[config.mk]
export PLATFORM = sky130hd
export DESIGN_NAME = rq_arbiter
export DESIGN_NICKNAME = d
export VERILOG_FILES = /design/src/rtl/rq_arbiter.sv
export SDC_FILE = /design/constraint.sdc
export NUM_CORES = 1
export LEC_CHECK = 0
export CELL_PAD_IN_SITES_DETAIL_PLACEMENT = 1
export CELL_PAD_IN_SITES_GLOBAL_PLACEMENT = 1
export CORE_AREA = 2 2 428 430
export DETAILED_ROUTE_END_ITERATION = 12
export DIE_AREA = 0 0 430 432
export GPL_TIMING_DRIVEN = 1
export PLACE_DENSITY = 0.36
export SLEW_MARGIN = 20
export SYNTH_ARGS = -nofsm -noshare
export SYNTH_HDL_FRONTEND = slang
export SYNTH_SLANG_ARGS = --single-unit
export TNS_END_PERCENT = 5
[constraint.sdc]
create_clock -name clk -period 3.6 [get_ports clk]
set_input_delay 0.54 -clock clk [delete_from_list [all_inputs] [get_ports clk]]
set_output_delay 0.54 -clock clk [all_outputs]
set_load 0.01 [all_outputs]
[src/rtl/rq_arbiter.sv]
// Two-requester round-robin arbiter in front of the RQ formatter.
// A grant is held for a whole packet (sop through last); per-requester packet counters and a sticky protocol-error flag are kept.
module rq_arbiter #(
  parameter int DATA_WIDTH = 256,
  parameter int KEEP_WIDTH = DATA_WIDTH/32
) (
  input  logic                    clk,
  input  logic                    rst,
  input  logic [1:0]              req_valid,
  output logic [1:0]              req_ready,
  input  logic [1:0]              req_sop,
  input  logic [1:0]              req_last,
  input  logic [7:0]              req_type,
  input  logic [127:0]            req_addr,
  input  logic [21:0]             req_dword_count,
  input  logic [15:0]             req_tag,
  input  logic [5:0]              req_tc,
  input  logic [2*DATA_WIDTH-1:0] req_wr_data,
  input  logic [2*KEEP_WIDTH-1:0] req_wr_data_keep,
  input  logic                    rq_ready,
  output logic                    rq_valid,
  output logic                    rq_sop,
  output logic                    rq_last,
  output logic [3:0]              rq_type,
  output logic [63:0]             rq_addr,
  output logic [10:0]             rq_dword_count,
  output logic [7:0]              rq_tag,
  output logic [2:0]              rq_tc,
  output logic [DATA_WIDTH-1:0]   rq_wr_data,
  output logic [KEEP_WIDTH-1:0]   rq_wr_data_keep,
  output logic                    grant_id,
  output logic                    busy,
  output logic [15:0]             pkt_cnt0,
  output logic [15:0]             pkt_cnt1,
  output logic                    err_no_sop
);

  typedef enum logic {
    S_IDLE   = 1'b0,
    S_LOCKED = 1'b1
  } state_t;

  state_t      r_state;
  state_t      w_state_nxt;
  logic        r_grant_id;
  logic        w_grant_nxt;
  logic        r_last_served;
  logic [15:0] r_pkt_cnt0;
  logic [15:0] r_pkt_cnt1;
  logic        r_err_no_sop;

  logic [1:0]  w_eligible;
  logic [1:0]  w_no_sop;
  logic        w_xfer;
  logic        w_done;

  // Per-requester views of the packed input buses, indexed by grant id.
  logic [1:0][3:0]            w_type;
  logic [1:0][63:0]           w_addr;
  logic [1:0][10:0]           w_dword_count;
  logic [1:0][7:0]            w_tag;
  logic [1:0][2:0]            w_tc;
  logic [1:0][DATA_WIDTH-1:0] w_wr_data;
  logic [1:0][KEEP_WIDTH-1:0] w_wr_data_keep;

  assign w_type         = req_type;
  assign w_addr         = req_addr;
  assign w_dword_count  = req_dword_count;
  assign w_tag          = req_tag;
  assign w_tc           = req_tc;
  assign w_wr_data      = req_wr_data;
  assign w_wr_data_keep = req_wr_data_keep;

  assign w_eligible = req_valid & req_sop;
  assign w_no_sop   = req_valid & ~req_sop;
  assign w_xfer     = (r_state == S_LOCKED) && req_valid[r_grant_id] && rq_ready;
  assign w_done     = w_xfer && req_last[r_grant_id];

  always_comb begin
    w_state_nxt = r_state;
    w_grant_nxt = r_grant_id;
    case (r_state)
      S_IDLE: begin
        if (|w_eligible) begin
          w_state_nxt = S_LOCKED;
          // Contention goes to whoever was not served last.
          if (&w_eligible) w_grant_nxt = ~r_last_served;
          else             w_grant_nxt = w_eligible[1];
        end
      end
      S_LOCKED: begin
        if (w_done) w_state_nxt = S_IDLE;
      end
      default: w_state_nxt = S_IDLE;
    endcase
  end

  always_comb begin
    rq_valid        = 1'b0;
    rq_sop          = 1'b0;
    rq_last         = 1'b0;
    rq_type         = '0;
    rq_addr         = '0;
    rq_dword_count  = '0;
    rq_tag          = '0;
    rq_tc           = '0;
    rq_wr_data      = '0;
    rq_wr_data_keep = '0;
    req_ready       = 2'b00;
    if (r_state == S_LOCKED) begin
      rq_valid        = req_valid[r_grant_id];
      rq_sop          = req_sop[r_grant_id];
      rq_last         = req_last[r_grant_id];
      rq_type         = w_type[r_grant_id];
      rq_addr         = w_addr[r_grant_id];
      rq_dword_count  = w_dword_count[r_grant_id];
      rq_tag          = w_tag[r_grant_id];
      rq_tc           = w_tc[r_grant_id];
      rq_wr_data      = w_wr_data[r_grant_id];
      rq_wr_data_keep = w_wr_data_keep[r_grant_id];
      req_ready[r_grant_id] = rq_ready;
    end
  end

  // Pointer resets to 1 so requester 0 wins the first contention.
  always_ff @(posedge clk) begin
    if (rst) begin
      r_state       <= S_IDLE;
      r_grant_id    <= 1'b0;
      r_last_served <= 1'b1;
      r_pkt_cnt0    <= '0;
      r_pkt_cnt1    <= '0;
      r_err_no_sop  <= 1'b0;
    end else begin
      r_state    <= w_state_nxt;
      r_grant_id <= w_grant_nxt;
      if (w_done) begin
        r_last_served <= r_grant_id;
        if (r_grant_id) r_pkt_cnt1 <= r_pkt_cnt1 + 16'd1;
        else            r_pkt_cnt0 <= r_pkt_cnt0 + 16'd1;
      end
      if ((r_state == S_IDLE) && (|w_no_sop)) r_err_no_sop <= 1'b1;
    end
  end

  assign grant_id   = r_grant_id;
  assign busy       = (r_state == S_LOCKED);
  assign pkt_cnt0   = r_pkt_cnt0;
  assign pkt_cnt1   = r_pkt_cnt1;
  assign err_no_sop = r_err_no_sop;

endmodule
==> impl_metrics.tcl, run 1 <==
set metrics [dict create \
    wl_per_cell_um 29.9 \
    setup_viol 0 \
    overflow 0 \
    vias 12000 \
    slew_violations 0 \
    pwr-share-seq 0.106 \
    seq_area_frac_synth 0.0916 \
    synth_top_area_share 0.456 \
    grt_usage 0.136 \
    synth_edf_count 0 \
    clock_path_buffers 2 \
    drcViolationCount 0 \
    cts.clk_slew.worst_paths_ns 0.07 \
    yosys_warnings 0 \
    worstSetupStartpointType "flip-flop" \
    portBuffers 1110 \
    ios 1111 \
    grt_pass1_vias 12600 \
    drt-initial-drc-count 421 \
    fin_tns_setup_ns 0 \
    wl_mm 133 \
    fin_nets 2785 \
    cp.required_ns 3.06 \
    slew_headroom 0.410 \
    synth_compound_area_frac 0.0212 \
    tightest_slew_ns 0.860 \
    ys.flop_type "dfxtp_1" \
    internal-power_mw 2.32 \
    finClkSkew_ns 0.00642 \
    fmax_ghz 0.306 \
    maxCapViolCount 0 \
    cts_root_buf "clkbuf_16" \
    p_sw_mw 1.61 \
    endpoint_kind "output port" \
    setup_ws_ns 0.335 \
    cts_resized 0 \
    utilization 0.124 \
    synthSimpleGateAreaFrac 0.358 \
    power.density_nw_per_um2 174 \
    area_growth_pct 186 \
    crit_fanout 23 \
    cts_sinks 36 \
    synth.most_common_cell "nor2b_1" \
    start_util 0.0433 \
    rsz0062_at_grt "no" \
    run_status "completed" \
    synth_top_family_by_area "multiplexers" \
    hold_class "flip-flop to flip-flop" \
    post-place-ws_ns 0.507 \
    via_per_inst 2.69 \
    yosysUniqueCellTypes 38 \
    die_area_um2 186000 \
    syn_area_per_cell_um2 7.94 \
    gp_congestion 0.836 \
    syn_nets 1710 \
    ant_nets 0 \
    period_share 0.907 \
    design.core.area_um2 182000 \
    min_period_ns 3.27 \
    hold_buffers 0 \
    arrival_ns 2.73 \
    pwr-share-comb 0.770 \
    layout-drive-gt1-share 0.0513 \
    cts_setup_buffers 0 \
    clock_power_share 0.124 \
    synth.area.top_cells "mux2i_1 (46%), nor2b_1 (29%), dfxtp_1 (9.2%), buf_2 (2.4%), clkbuf_1 (2.2%)" \
    dp_hpwl_mm 123 \
    die_x_um 430 \
    die_height_um 432 \
    cts_tree "built" \
    synthXorXnorAreaFrac 0.0167 \
    reg2reg_slack_ns 1.20 \
    vdd_drop_max_uv 150 \
    grt_pass1_wl_mm 160 \
    synthMuxAreaShare 0.460 \
    synth_fa_ha_area_frac 0.00318 \
    antenna_found_initial 90 \
    insertion_delay_ns 0.30 \
    synthesis.area_um2 7870 \
    ys_ff_latch 36 \
    cts_buffers 5 \
    p_leak_nw 7.01 \
    grt_max_degree 80 \
    critical_path_class "flip-flop to output port" \
    swShare 0.410 \
    htree_num_levels 2 \
    syn_inst 991 \
    synth.largest_area_cell "mux2i_1" \
    std_cell_rows 157 \
    async_flop_share 0 \
    dr.pass1.iters 5 \
    hold_viol 0 \
    yosys-top-cells-count "nor2b_1 (360), mux2i_1 (358), clkbuf_1 (46)" \
]
routing by layer:
metal / vias up / wire length, um / part of all wire / track usage
met5: - / 293 / 0.0022 / 0
met4: 52 / 1990 / 0.015 / 0.0141
met3: 157 / 12600 / 0.094 / 0.0599
met2: 460 / 68900 / 0.52 / 0.249
met1: 5770 / 49700 / 0.37 / 0.148
li1: 5564 / - / - / -
placed cells by master (no fill, tap or decap), types with 3 or more instances in the layout:
| cell | count |
|---|---|
| nand3_1 | 9 |
| or3_1 | 10 |
| mux2i_1 | 358 |
| nor2b_1 | 360 |
| and4_1 | 5 |
| mux2_2 | 3 |
| clkdlybuf4s50_1 | 1065 |
| nor2_1 | 24 |
| and3_1 | 4 |
| buf_12 | 42 |
| nand2_1 | 12 |
| xnor2_1 | 6 |
| xor2_1 | 9 |
| nand4_1 | 11 |
| buf_4 | 46 |
| inv_1 | 3 |
| clkbuf_16 | 5 |
| nand2b_1 | 3 |
| dfxtp_1 | 34 |
| o21ai_0 | 9 |
| diode_2 | 12 |
| a21oi_1 | 15 |
| nor4_1 | 5 |
registers in the layout (all words and copies together), names as in the netlist:
name           count
grant_id           1
err_no_sop         1
r_last_served      1
pkt_cnt0          16
busy               1
pkt_cnt1          16
kinds of logic (layout without fill, tap and decap cells):
family | Yosys count | after routing
other | 0 | 12
XOR/XNOR | 15 | 15
adder cells (fa/ha/maj) | 2 | 2
multiplexers | 361 | 361
AND/OR/NAND/NOR | 458 | 458
buffers and inverters | 89 | 1165
AO/OA/AOI/OAI | 30 | 30
flip-flops | 36 | 36
final timing paths:
path               from              to  depth (start not counted)
max            grant_id  rq_wr_data[26]                          4
min reg2reg  err_no_sop      err_no_sop                          2
max reg2reg    grant_id    pkt_cnt1[15]                          6
min          err_no_sop      err_no_sop                          2
per-stage QoR:
stage                     instances  hold slack [ns]  area, um^2  total power [mW]
after global routing           4454            0.511       22500              4.15
after floorplan                 991            0.436        7870              1.30
after CTS                      4452            0.483       22500              4.07
after detailed placement       4444            0.465       22300              3.54
final                          4464            0.481       22500              3.93
after global placement         4444            0.461       22300              3.55
worst max-delay path, stage by stage, from the launching register on:
cell	delay, ns
dfxtp_4	0.53
buf_12	0.26
mux2i_1	0.76
nor2b_1	0.27
clkdlybuf4s50_1	0.56
power by group through the flow:
stage	clock, mW	sequential [mW]	combinational, mW
final	0.487	0.418	3.02
after CTS	0.519	0.421	3.13
after floorplan	0	0.416	0.889
after global placement	0	0.430	3.12
after global routing	0.523	0.420	3.21
after detailed placement	0	0.430	3.11
layout make-up:
cell class	instances	area [um^2]
Clock inverter	2	10.0
Antenna cell	12	30.0
Tap cell	2385	2980
Sequential cell	36	728
Fill cell	21300	159000
Multi-Input combinational cell	866	6760
Inverter	4	15.0
Timing Repair Buffer	1153	11800
Clock buffer	6	139
Note: power is estimated with default switching activity, not from simulation.
==> inputs of run 2 (changes only) <==
- PLACE_DENSITY: 0.36 -> 0.33
- SLEW_MARGIN: 20 -> 5
==> run 2 against run 1 <==
Via count is 0.21% lower. Utilization grew 0.16 points. Register-to-register slack got worse by 0.20 ns. Global-route usage is 0.067 points higher. Worst hold slack worse by 0.0094 ns. Count of clock-buffer cells in the layout up 1. Power rose by 4.9%. Setup slack lost 0.039 ns. Final cell count increased by 0.34%. Combinational power rose by 2%. Clock skew fell by 0.00076 ns. Highest routed layer unchanged.
==> impl_metrics.tcl, run 2 (same netlist as run 1, synthesis figures left out) <==
set metrics [dict create \
    layout-drive-gt1-share 0.0605 \
    vias 12000 \
    die_area_um2 186000 \
    portBuffers 1110 \
    std_cell_rows 157 \
    crit_buf_inv 3 \
    wl_mm 133 \
    wl_per_cell_um 29.8 \
    grt_pass1_vias 12600 \
    final_common_cell "clkdlybuf4s50_1" \
    ios 1111 \
    ant_nets 0 \
    period_share 0.918 \
    design.core.area_um2 182000 \
    die_height_um 432 \
    die_x_um 430 \
    finClkSkew_ns 0.00566 \
    worstSetupStartpointType "flip-flop" \
    crit_slowest_cell "clkdlybuf4s50_1" \
    slew_violations 0 \
    cts_resized 0 \
    endpoint_kind "output port" \
    clock_path_buffers 2 \
    tightest_slew_ns 0.941 \
    fin_nets 2802 \
    max_stage_delay_ns 0.66 \
    fin_tns_setup_ns 0 \
    cp.required_ns 3.06 \
    cts_sinks 36 \
    antenna_found_initial 70 \
    crit_path_cell_trace "buf_12, buf_4, mux2i_1, nor2b_1, clkdlybuf4s50_1" \
    grt_usage 0.137 \
    cts_setup_buffers 0 \
    fill_cells 21300 \
    crit_family "buffers and inverters" \
    design_area_um2 22800 \
    p_leak_nw 7.15 \
    fmax_ghz 0.303 \
    crit_fanout 54 \
    arrival_ns 2.76 \
    insertion_delay_ns 0.30 \
    critical_path_class "flip-flop to output port" \
    drcViolationCount 0 \
    power.density_nw_per_um2 181 \
    drt-initial-drc-count 445 \
    final_cell_mix "clkdlybuf4s50_1 (1,062), nor2b_1 (360), mux2i_1 (358), buf_4 (57), buf_12 (51)" \
    run_status "completed" \
    slew_headroom 0.371 \
    hold_buffers 0 \
    vdd_drop_max_uv 127 \
    min_period_ns 3.30 \
    gp_congestion 0.854 \
    maxCapViolCount 0 \
    grt_pass1_wl_mm 160 \
    via_per_inst 2.67 \
    htree_num_levels 2 \
    setup_viol 0 \
    hold_viol 0 \
    cts_tree "built" \
    grt_max_degree 56 \
    area_growth_pct 190 \
    cts.clk_slew.worst_paths_ns 0.06 \
    hold_class "flip-flop to flip-flop" \
    cts_buffers 5 \
    start_util 0.0433 \
    overflow 0 \
    cts_root_buf "clkbuf_16" \
    dr.pass1.iters 4 \
    rsz0062_at_grt "no" \
    utilization 0.125 \
    dp_hpwl_mm 124 \
    postPlaceCellArea_um2 22600 \
]
run 2: path summary, 6_finish.rpt:
path | startpoint | end | slack, ns | cells past startpoint
worst max register to register | grant_id | pkt_cnt1[15] | 1.00 | 7
worst min-delay path | r_last_served | r_last_served | 0.47 | 1
worst min register to register | r_last_served | r_last_served | 0.47 | 1
worst max-delay path | grant_id | rq_wr_data[24] | 0.30 | 5
run 2: report_power, final:
part	internal (mW)	switching [mW]	total (mW)
sequential	0.402	0.0134	0.415
combinational	1.67	1.41	3.09
clock	0.412	0.206	0.618
run 2: final cells by class:
class / instances / area, um^2 / share of cell area
repair buffers: 1170 / 12100 / 0.530
clock buffers: 7 / 175 / 0.00768
multi-input cells: 866 / 6760 / 0.297
clock inverters: 1 / 30.0 / 0.00132
diodes: 10 / 25.0 / 0.00110
inverters: 4 / 15.0 / 0.000659
well taps: 2385 / 2980 / 0.131
flip-flops and latches: 36 / 728 / 0.0319
run 2: metal layers:
| layer | track usage | part of all wire | up-vias |
|---|---|---|---|
| met4 | 0.00381 | 0.0051 | 54 |
| li1 | - | - | 5602 |
| met3 | 0.0426 | 0.076 | 117 |
| met2 | 0.264 | 0.55 | 416 |
| met1 | 0.152 | 0.37 | 5789 |
| met5 | 0 | 0.0026 | - |
run 2: per-stage QoR:
stage               power (mW)  hold WS, ns  setup slack (ns)  cells
detailed placement        3.63        0.456             0.436   4461
floorplan                 1.30        0.436              1.64    991
global route              4.37        0.509             0.208   4470
CTS                       4.28        0.471             0.243   4469
finish                    4.12        0.472             0.296   4479
global placement          3.63        0.473             0.425   4461
run 2: worst register-to-register path: stages, from the launching register on:
cell and delay (ns):
dfxtp_4 0.37, buf_12 0.35, buf_4 0.52, nand3_2 0.19, inv_2 0.17, nand3_2 0.12
nor4_1 0.40, mux2_2 0.38
